==> config.mk <==
export PLATFORM = sky130hd
export DESIGN_NAME = data_mem_arbiter_flat
export DESIGN_NICKNAME = d
export VERILOG_FILES = /design/src/rtl/data_mem_arbiter_pkg.sv /design/src/rtl/data_mem_arbiter_if.sv /design/src/rtl/data_mem_arbiter_rr_arbiter2.sv /design/src/rtl/data_mem_arbiter.sv /design/src/flat_wrapper.sv
export SDC_FILE = /design/constraint.sdc
export NUM_CORES = 1
export LEC_CHECK = 0
export BUFFER_PORTS_ARGS = -buffer_cell sky130_fd_sc_hd__buf_2
export CORE_MARGIN = 4
export CORE_UTILIZATION = 31
export DETAILED_ROUTE_END_ITERATION = 10
export SYNTH_ARGS = -nofsm -noshare
export SYNTH_HDL_FRONTEND = slang
export SYNTH_SLANG_ARGS = --single-unit
==> constraint.sdc <==
create_clock -name clk -period 1.6 [get_ports clk]
set_input_delay 0.08 -clock clk [delete_from_list [all_inputs] [get_ports clk]]
set_output_delay 0.08 -clock clk [all_outputs]
set_load 0.005 [all_outputs]
==> src/rtl/data_mem_arbiter_pkg.sv <==
// Shared types and constants for the data memory arbiter.
package data_mem_pkg;

    typedef enum logic {
        CLEAR = 1'b0,
        RUN   = 1'b1
    } arb_state_t;

    localparam int NUM_REQ  = 2;
    localparam int REQ_CORE = 0;
    localparam int REQ_HOST = 1;

endpackage

==> src/rtl/data_mem_arbiter_if.sv <==
// Requester-side bus of the data memory arbiter: request handshake plus load response.
interface data_mem_arbiter_if
    import data_mem_pkg::*;
#(
    parameter int W = 8,
    parameter int A = 8
);
    logic [NUM_REQ-1:0]          req_valid;
    logic [NUM_REQ-1:0]          req_write;
    logic [NUM_REQ-1:0][A-1:0]   req_addr;
    logic [NUM_REQ-1:0][W-1:0]   req_wdata;
    logic [NUM_REQ-1:0]          req_ready;
    logic [NUM_REQ-1:0]          rsp_valid;
    logic [NUM_REQ-1:0][W-1:0]   rsp_rdata;

    // Requesters drive the request fields and observe grant and response.
    modport master (
        output req_valid, req_write, req_addr, req_wdata,
        input  req_ready, rsp_valid, rsp_rdata
    );

    // The arbiter observes requests and drives grant and response.
    modport slave (
        input  req_valid, req_write, req_addr, req_wdata,
        output req_ready, rsp_valid, rsp_rdata
    );
endinterface

==> src/rtl/data_mem_arbiter_rr_arbiter2.sv <==
// Two-way round-robin arbiter: one-hot grant, purely combinational.
// rr_last is the index of the most recent winner; on a tie the other one wins.
module rr_arbiter2
    import data_mem_pkg::*;
(
    input  logic [NUM_REQ-1:0] req,
    input  logic               rr_last,
    output logic [NUM_REQ-1:0] grant
);

    // Single requester wins outright; a tie goes to whoever did not win last.
    always_comb begin
        grant = '0;
        if (req[REQ_CORE] && req[REQ_HOST]) begin
            if (rr_last) begin
                grant[REQ_CORE] = 1'b1;
            end else begin
                grant[REQ_HOST] = 1'b1;
            end
        end else if (req[REQ_CORE]) begin
            grant[REQ_CORE] = 1'b1;
        end else if (req[REQ_HOST]) begin
            grant[REQ_HOST] = 1'b1;
        end
    end

endmodule

==> src/rtl/data_mem_arbiter.sv <==
// Shares a single-port data memory between the core and host requesters.
// After reset or clear_start the whole memory is zero-filled, one entry per
// cycle; afterwards one access per cycle is granted round-robin and load data
// comes back registered one cycle after the accepting edge.
module data_mem_arbiter
    import data_mem_pkg::*;
#(
    parameter int W = 8,
    parameter int A = 8
)
(
    input  logic                 clk,
    input  logic                 reset,
    input  logic                 clear_start,
    output logic                 clear_done,
    data_mem_arbiter_if.slave    bus,
    output logic [A-1:0]         mem_addr,
    output logic [W-1:0]         mem_wdata,
    output logic                 mem_read_enabled,
    output logic                 mem_write_enabled,
    input  logic [W-1:0]         mem_data_out
);

    localparam logic [A-1:0] CLR_LAST = '1;

    arb_state_t          state_reg;
    arb_state_t          state_next;
    logic [A-1:0]        clr_cnt_reg;
    logic [A-1:0]        clr_cnt_next;
    logic                rr_last_reg;
    logic                clear_done_reg;

    logic                run_ok;
    logic [NUM_REQ-1:0]  req_eff;
    logic [NUM_REQ-1:0]  grant;
    logic                gidx;

    // Grants are only possible in RUN, out of reset, and not while a clear is requested.
    assign run_ok  = reset && (state_reg == RUN) && !clear_start;
    assign req_eff = bus.req_valid & {NUM_REQ{run_ok}};
    assign gidx    = grant[REQ_HOST];

    rr_arbiter2 u_rr_arbiter2 (
        .req     (req_eff),
        .rr_last (rr_last_reg),
        .grant   (grant)
    );

    assign bus.req_ready = grant;
    assign clear_done    = clear_done_reg;

    // State, fill counter, round-robin pointer and clear_done registers.
    always_ff @(posedge clk) begin
        if (!reset) begin
            state_reg      <= CLEAR;
            clr_cnt_reg    <= '0;
            rr_last_reg    <= 1'b1;
            clear_done_reg <= 1'b0;
        end else begin
            state_reg      <= state_next;
            clr_cnt_reg    <= clr_cnt_next;
            clear_done_reg <= (state_next == RUN);
            if (|grant) begin
                rr_last_reg <= gidx;
            end
        end
    end

    // Next-state logic and memory drive for the fill sequence and granted accesses.
    always_comb begin
        state_next        = state_reg;
        clr_cnt_next      = clr_cnt_reg;
        mem_addr          = '0;
        mem_wdata         = '0;
        mem_read_enabled  = 1'b0;
        mem_write_enabled = 1'b0;
        case (state_reg)
            CLEAR: begin
                // The memory has no reset of its own, so hold it idle while ours is asserted.
                if (reset) begin
                    mem_write_enabled = 1'b1;
                    mem_addr          = clr_cnt_reg;
                end
                if (clear_start) begin
                    clr_cnt_next = '0;
                end else begin
                    clr_cnt_next = clr_cnt_reg + 1'b1;
                    if (clr_cnt_reg == CLR_LAST) begin
                        state_next = RUN;
                    end
                end
            end
            RUN: begin
                if (clear_start) begin
                    state_next   = CLEAR;
                    clr_cnt_next = '0;
                end else if (|grant) begin
                    mem_addr = bus.req_addr[gidx];
                    if (bus.req_write[gidx]) begin
                        mem_write_enabled = 1'b1;
                        mem_wdata         = bus.req_wdata[gidx];
                    end else begin
                        mem_read_enabled = 1'b1;
                    end
                end
            end
            default: begin
                state_next = CLEAR;
            end
        endcase
    end

    // Per-requester load response: capture combinational read data at the accepting edge.
    genvar gi;
    generate
        for (gi = 0; gi < NUM_REQ; gi++) begin : g_rsp
            logic         rsp_valid_reg;
            logic [W-1:0] rsp_rdata_reg;
            logic         load_accept;

            assign load_accept = grant[gi] && !bus.req_write[gi];

            // One-cycle valid pulse; data held until this requester's next load.
            always_ff @(posedge clk) begin
                if (!reset) begin
                    rsp_valid_reg <= 1'b0;
                    rsp_rdata_reg <= '0;
                end else begin
                    rsp_valid_reg <= load_accept;
                    if (load_accept) begin
                        rsp_rdata_reg <= mem_data_out;
                    end
                end
            end

            assign bus.rsp_valid[gi] = rsp_valid_reg;
            assign bus.rsp_rdata[gi] = rsp_rdata_reg;
        end
    endgenerate

endmodule
==> src/flat_wrapper.sv <==
// flat-port wrapper written by rule: the top's interface ports become plain ports
module data_mem_arbiter_flat import data_mem_pkg::*;
#(
    parameter int W = 8,
    parameter int A = 8
)
  (clk, reset, clear_start, clear_done, mem_addr, mem_wdata, mem_read_enabled, mem_write_enabled, mem_data_out, bus_req_valid, bus_req_write, bus_req_addr, bus_req_wdata, bus_req_ready, bus_rsp_valid, bus_rsp_rdata);
  data_mem_arbiter_if #(.W(W), .A(A)) bus_i ();
  input  logic clk;
  input  logic reset;
  input  logic clear_start;
  output logic clear_done;
  output logic [A-1:0] mem_addr;
  output logic [W-1:0] mem_wdata;
  output logic mem_read_enabled;
  output logic mem_write_enabled;
  input  logic [W-1:0] mem_data_out;
  input wire logic [$bits(bus_i.req_valid)-1:0] bus_req_valid;
  input wire logic [$bits(bus_i.req_write)-1:0] bus_req_write;
  input wire logic [$bits(bus_i.req_addr)-1:0] bus_req_addr;
  input wire logic [$bits(bus_i.req_wdata)-1:0] bus_req_wdata;
  output wire logic [$bits(bus_i.req_ready)-1:0] bus_req_ready;
  output wire logic [$bits(bus_i.rsp_valid)-1:0] bus_rsp_valid;
  output wire logic [$bits(bus_i.rsp_rdata)-1:0] bus_rsp_rdata;
  assign bus_i.req_valid = bus_req_valid;
  assign bus_i.req_write = bus_req_write;
  assign bus_i.req_addr = bus_req_addr;
  assign bus_i.req_wdata = bus_req_wdata;
  assign bus_req_ready = bus_i.req_ready;
  assign bus_rsp_valid = bus_i.rsp_valid;
  assign bus_rsp_rdata = bus_i.rsp_rdata;
  data_mem_arbiter #(.W(W), .A(A)) u_core (.clk(clk), .reset(reset), .clear_start(clear_start), .clear_done(clear_done), .bus(bus_i), .mem_addr(mem_addr), .mem_wdata(mem_wdata), .mem_read_enabled(mem_read_enabled), .mem_write_enabled(mem_write_enabled), .mem_data_out(mem_data_out));
endmodule
==> impl_metrics.py <==
metrics = {
    "outcome": {
        "outcome": "finished clean",
    },
    "synthesis": {
        "syn_inst": 197,
        "synth_area_per_cell_um2": 8.34,
        "synth_async_sr_flop_share_pct": 0,
        "syn_area_mm2": 0.00164,
        "synth_edf_count": 0,
        "ys_ff_latch": 28,
        "ys_seq_area_share_pct": 34.1,
        "synth_fp_nets": 245,
        "ys.warnings.count": 0,
        "ys_types": 37,
        "ys.flop_type": "dfxtp_1",
    },
    "clock_tree": {
        "cts_root_buffer": "clkbuf_8",
        "cts_inserted_buffers": 3,
        "cts.path.max_buffers": 2,
        "cts_tree": "built",
        "clock-sinks": 28,
        "hold_buffers": 0,
        "h-tree-depth": 1,
        "clock_latency_ps": 270,
        "clkTransAtPathRegs_ps": 100,
    },
    "grt": {
        "antenna_found_initial": 0,
        "grt_pass1_wl_um": 7310,
        "grt_max_degree": 25,
        "grt_use_total_pct": 13.7,
        "gr-total-overflow": 0,
        "grt_pass1_vias": 1561,
    },
    "setup_path": {
        "cpLargestDelayFamily": "compound AO/OA/AOI/OAI gates",
        "arrival_ps": 1460,
        "worstPathRequired_ps": 1520,
        "crit_path_top_delay_cell": "dfxtp_2",
        "path_max_fanout": 4,
        "crit_path_cell_trace": "nand3b_1, o2111a_1, a211o_1, buf_2",
        "critPathLaunchType": "register",
        "crit_buf_inv": 1,
        "end_kind": "primary output",
        "slowest_delay_ps": 350,
        "crit_type": "register to primary output",
    },
    "routing": {
        "drtAntennaViolNets": 0,
        "via_count": 1739,
        "drt-wirelength-per-cell_um": 13.3,
        "via_per_inst": 4.88,
        "drt_iter0_markers": 61,
        "wirelength_um": 4730,
        "drt_pass1_iterations": 4,
        "drc": 0,
    },
    "power": {
        "power.net_switching_w": 0.000301,
        "sequentialPowerShare_pct": 49.8,
        "swShare_pct": 21.3,
        "p_per_area_mw_per_mm2": 618,
        "clock_power_share_pct": 39.1,
        "power_w": 0.00141,
        "leakagePower_nw": 0.997,
        "p_comb_share_pct": 11.2,
        "ir_drop_mv": 0.341,
        "p_int_w": 0.00111,
    },
    "final_layout": {
        "most-common-layout-cells": "85 x buf_2, 36 x nand2_1, 26 x dfxtp_1",
        "fill_cells": 531,
        "seqCellArea_um2": 563,
        "final_nets": 335,
        "n_antenna_cell": 0,
        "largest_reg_flops": 16,
        "final_common_cell": "buf_2",
        "syn2layout_area_growth_pct": 39.1,
        "drive_gt1_share_pct": 42.7,
        "utilization_pct": 44.7,
        "multi_input_area_um2": 968,
    },
    "place": {
        "hpwl_um": 3640,
        "routabilityCongestion": 0.797,
        "portBuffers": 85,
    },
    "sta": {
        "worst_clock_skew_ps": 4.19,
        "rsz0062_at_grt": "yes",
        "final_max_slew_viol_count": 0,
        "max-slew-margin-rel_pct": 75.7,
        "final_hold_viol_count": 0,
        "fin_crit_sh_pct": 96.1,
        "fin_setup_tns_ps": 0,
        "tightest_slew_ps": 365,
        "fmax_ghz": 0.650,
        "setup_viol_count_final": 0,
        "finalCriticalPeriod_ps": 1540,
    },
    "die": {
        "core_mm2": 0.00511,
        "start_util_pct": 32.2,
        "io_pins": 86,
        "die_h_um": 80.8,
        "dieArea_mm2": 0.00653,
        "die_x_um": 80.8,
        "rows": 26,
    },
    "worst_hold_path": {
        "hold_path_class": "input pin to register",
    },
    "job": {
        "cap_viol_max_count": 0,
    },
}
## power by group through the flow
stage / Combinational, W / Sequential, W / Clock, W
floorplan: 0.0000721 / 0.000719 / 0
global placement: 0.000143 / 0.000719 / 0
detailed placement: 0.000143 / 0.000719 / 0
CTS: 0.000149 / 0.000703 / 0.000570
global route: 0.000175 / 0.000704 / 0.000604
finish: 0.000158 / 0.000703 / 0.000552
## repair_timing
item,4_1_cts,5_1_grt
resized for setup,4,9
endpoints found under the hold margin,0,0
setup endpoints to repair,18,18
pin swaps,1,8
buffers inserted,2,5
## cell families (layout without fill, tap and decap cells)
family | after synthesis | in the layout | synth area share (%)
xor gates and xnor gates | 4 | 4 | 2.13
DFF | 28 | 28 | 34.1
AOI/OAI and AO/OA | 39 | 39 | 17.3
adders and majority gates | 1 | 1 | 0.761
buffers and inverters | 22 | 111 | 8.76
muxes | 17 | 17 | 10.4
and+or+nand+nor | 86 | 86 | 26.6
## per-layer routing
| layer | GRT usage (%) | up-vias | part of all wire [%] |
|---|---|---|---|
| met5 | 0 | - | 0 |
| met4 | 4.05 | 0 | 0.80 |
| met3 | 1.77 | 2 | 6.4 |
| met2 | 23.8 | 53 | 49 |
| met1 | 17.8 | 803 | 43 |
| li1 | - | 881 | - |
## final cells by class
type	instances	share of cell area, %
timing repair buffer	105	25.7
clock buffer	3	1.81
inverter	2	0.329
tap	70	3.83
clock inverter	1	1.31
multi-input combinational	147	42.4
sequential	28	24.6
## stage by stage
stage	area, µm²	std cells	worst slack, ps	hold slack, ps
finish	2280	356	62.2	26.9
global route	2280	356	-32.2	22.3
CTS	2210	351	31.6	13.3
detailed placement	2120	345	176	306
global placement	2120	345	224	303
floorplan	1640	197	369	224
## Yosys cell counts (2+ instances only)
library cell	n	area, µm²
dfxtp_1	28	561
nor2_1	7	26.3
nand4_1	9	56.3
mux2i_1	17	170
clkbuf_1	4	15.0
o21ai_0	3	15.0
buf_4	7	52.6
a21oi_1	11	55.1
xor2_1	3	26.3
o211ai_1	16	120
buf_2	4	20.0
nand2_1	37	139
buf_6	4	45.0
nor3_1	2	10.0
nand3b_1	2	15.0
nand3_1	17	85.1
nor2b_1	3	18.8
or3_1	3	18.8
inv_1	2	7.51
## final timing paths
| kind | start | slack, ps | endpoint | cells past startpoint |
|---|---|---|---|---|
| setup reg to reg | u_core.clear_done | 230 | u_core.g_rsp[1].rsp_rdata_reg[7] | 5 |
| hold / removal | reset | 30 | u_core.rr_last_reg | 2 |
| setup / recovery | u_core.clear_done | 60 | mem_write_enabled | 4 |
| hold reg to reg | u_core.g_rsp[0].rsp_rdata_reg[6] | 460 | u_core.g_rsp[0].rsp_rdata_reg[6] | 2 |
Note: power is estimated with default switching activity, not from simulation.
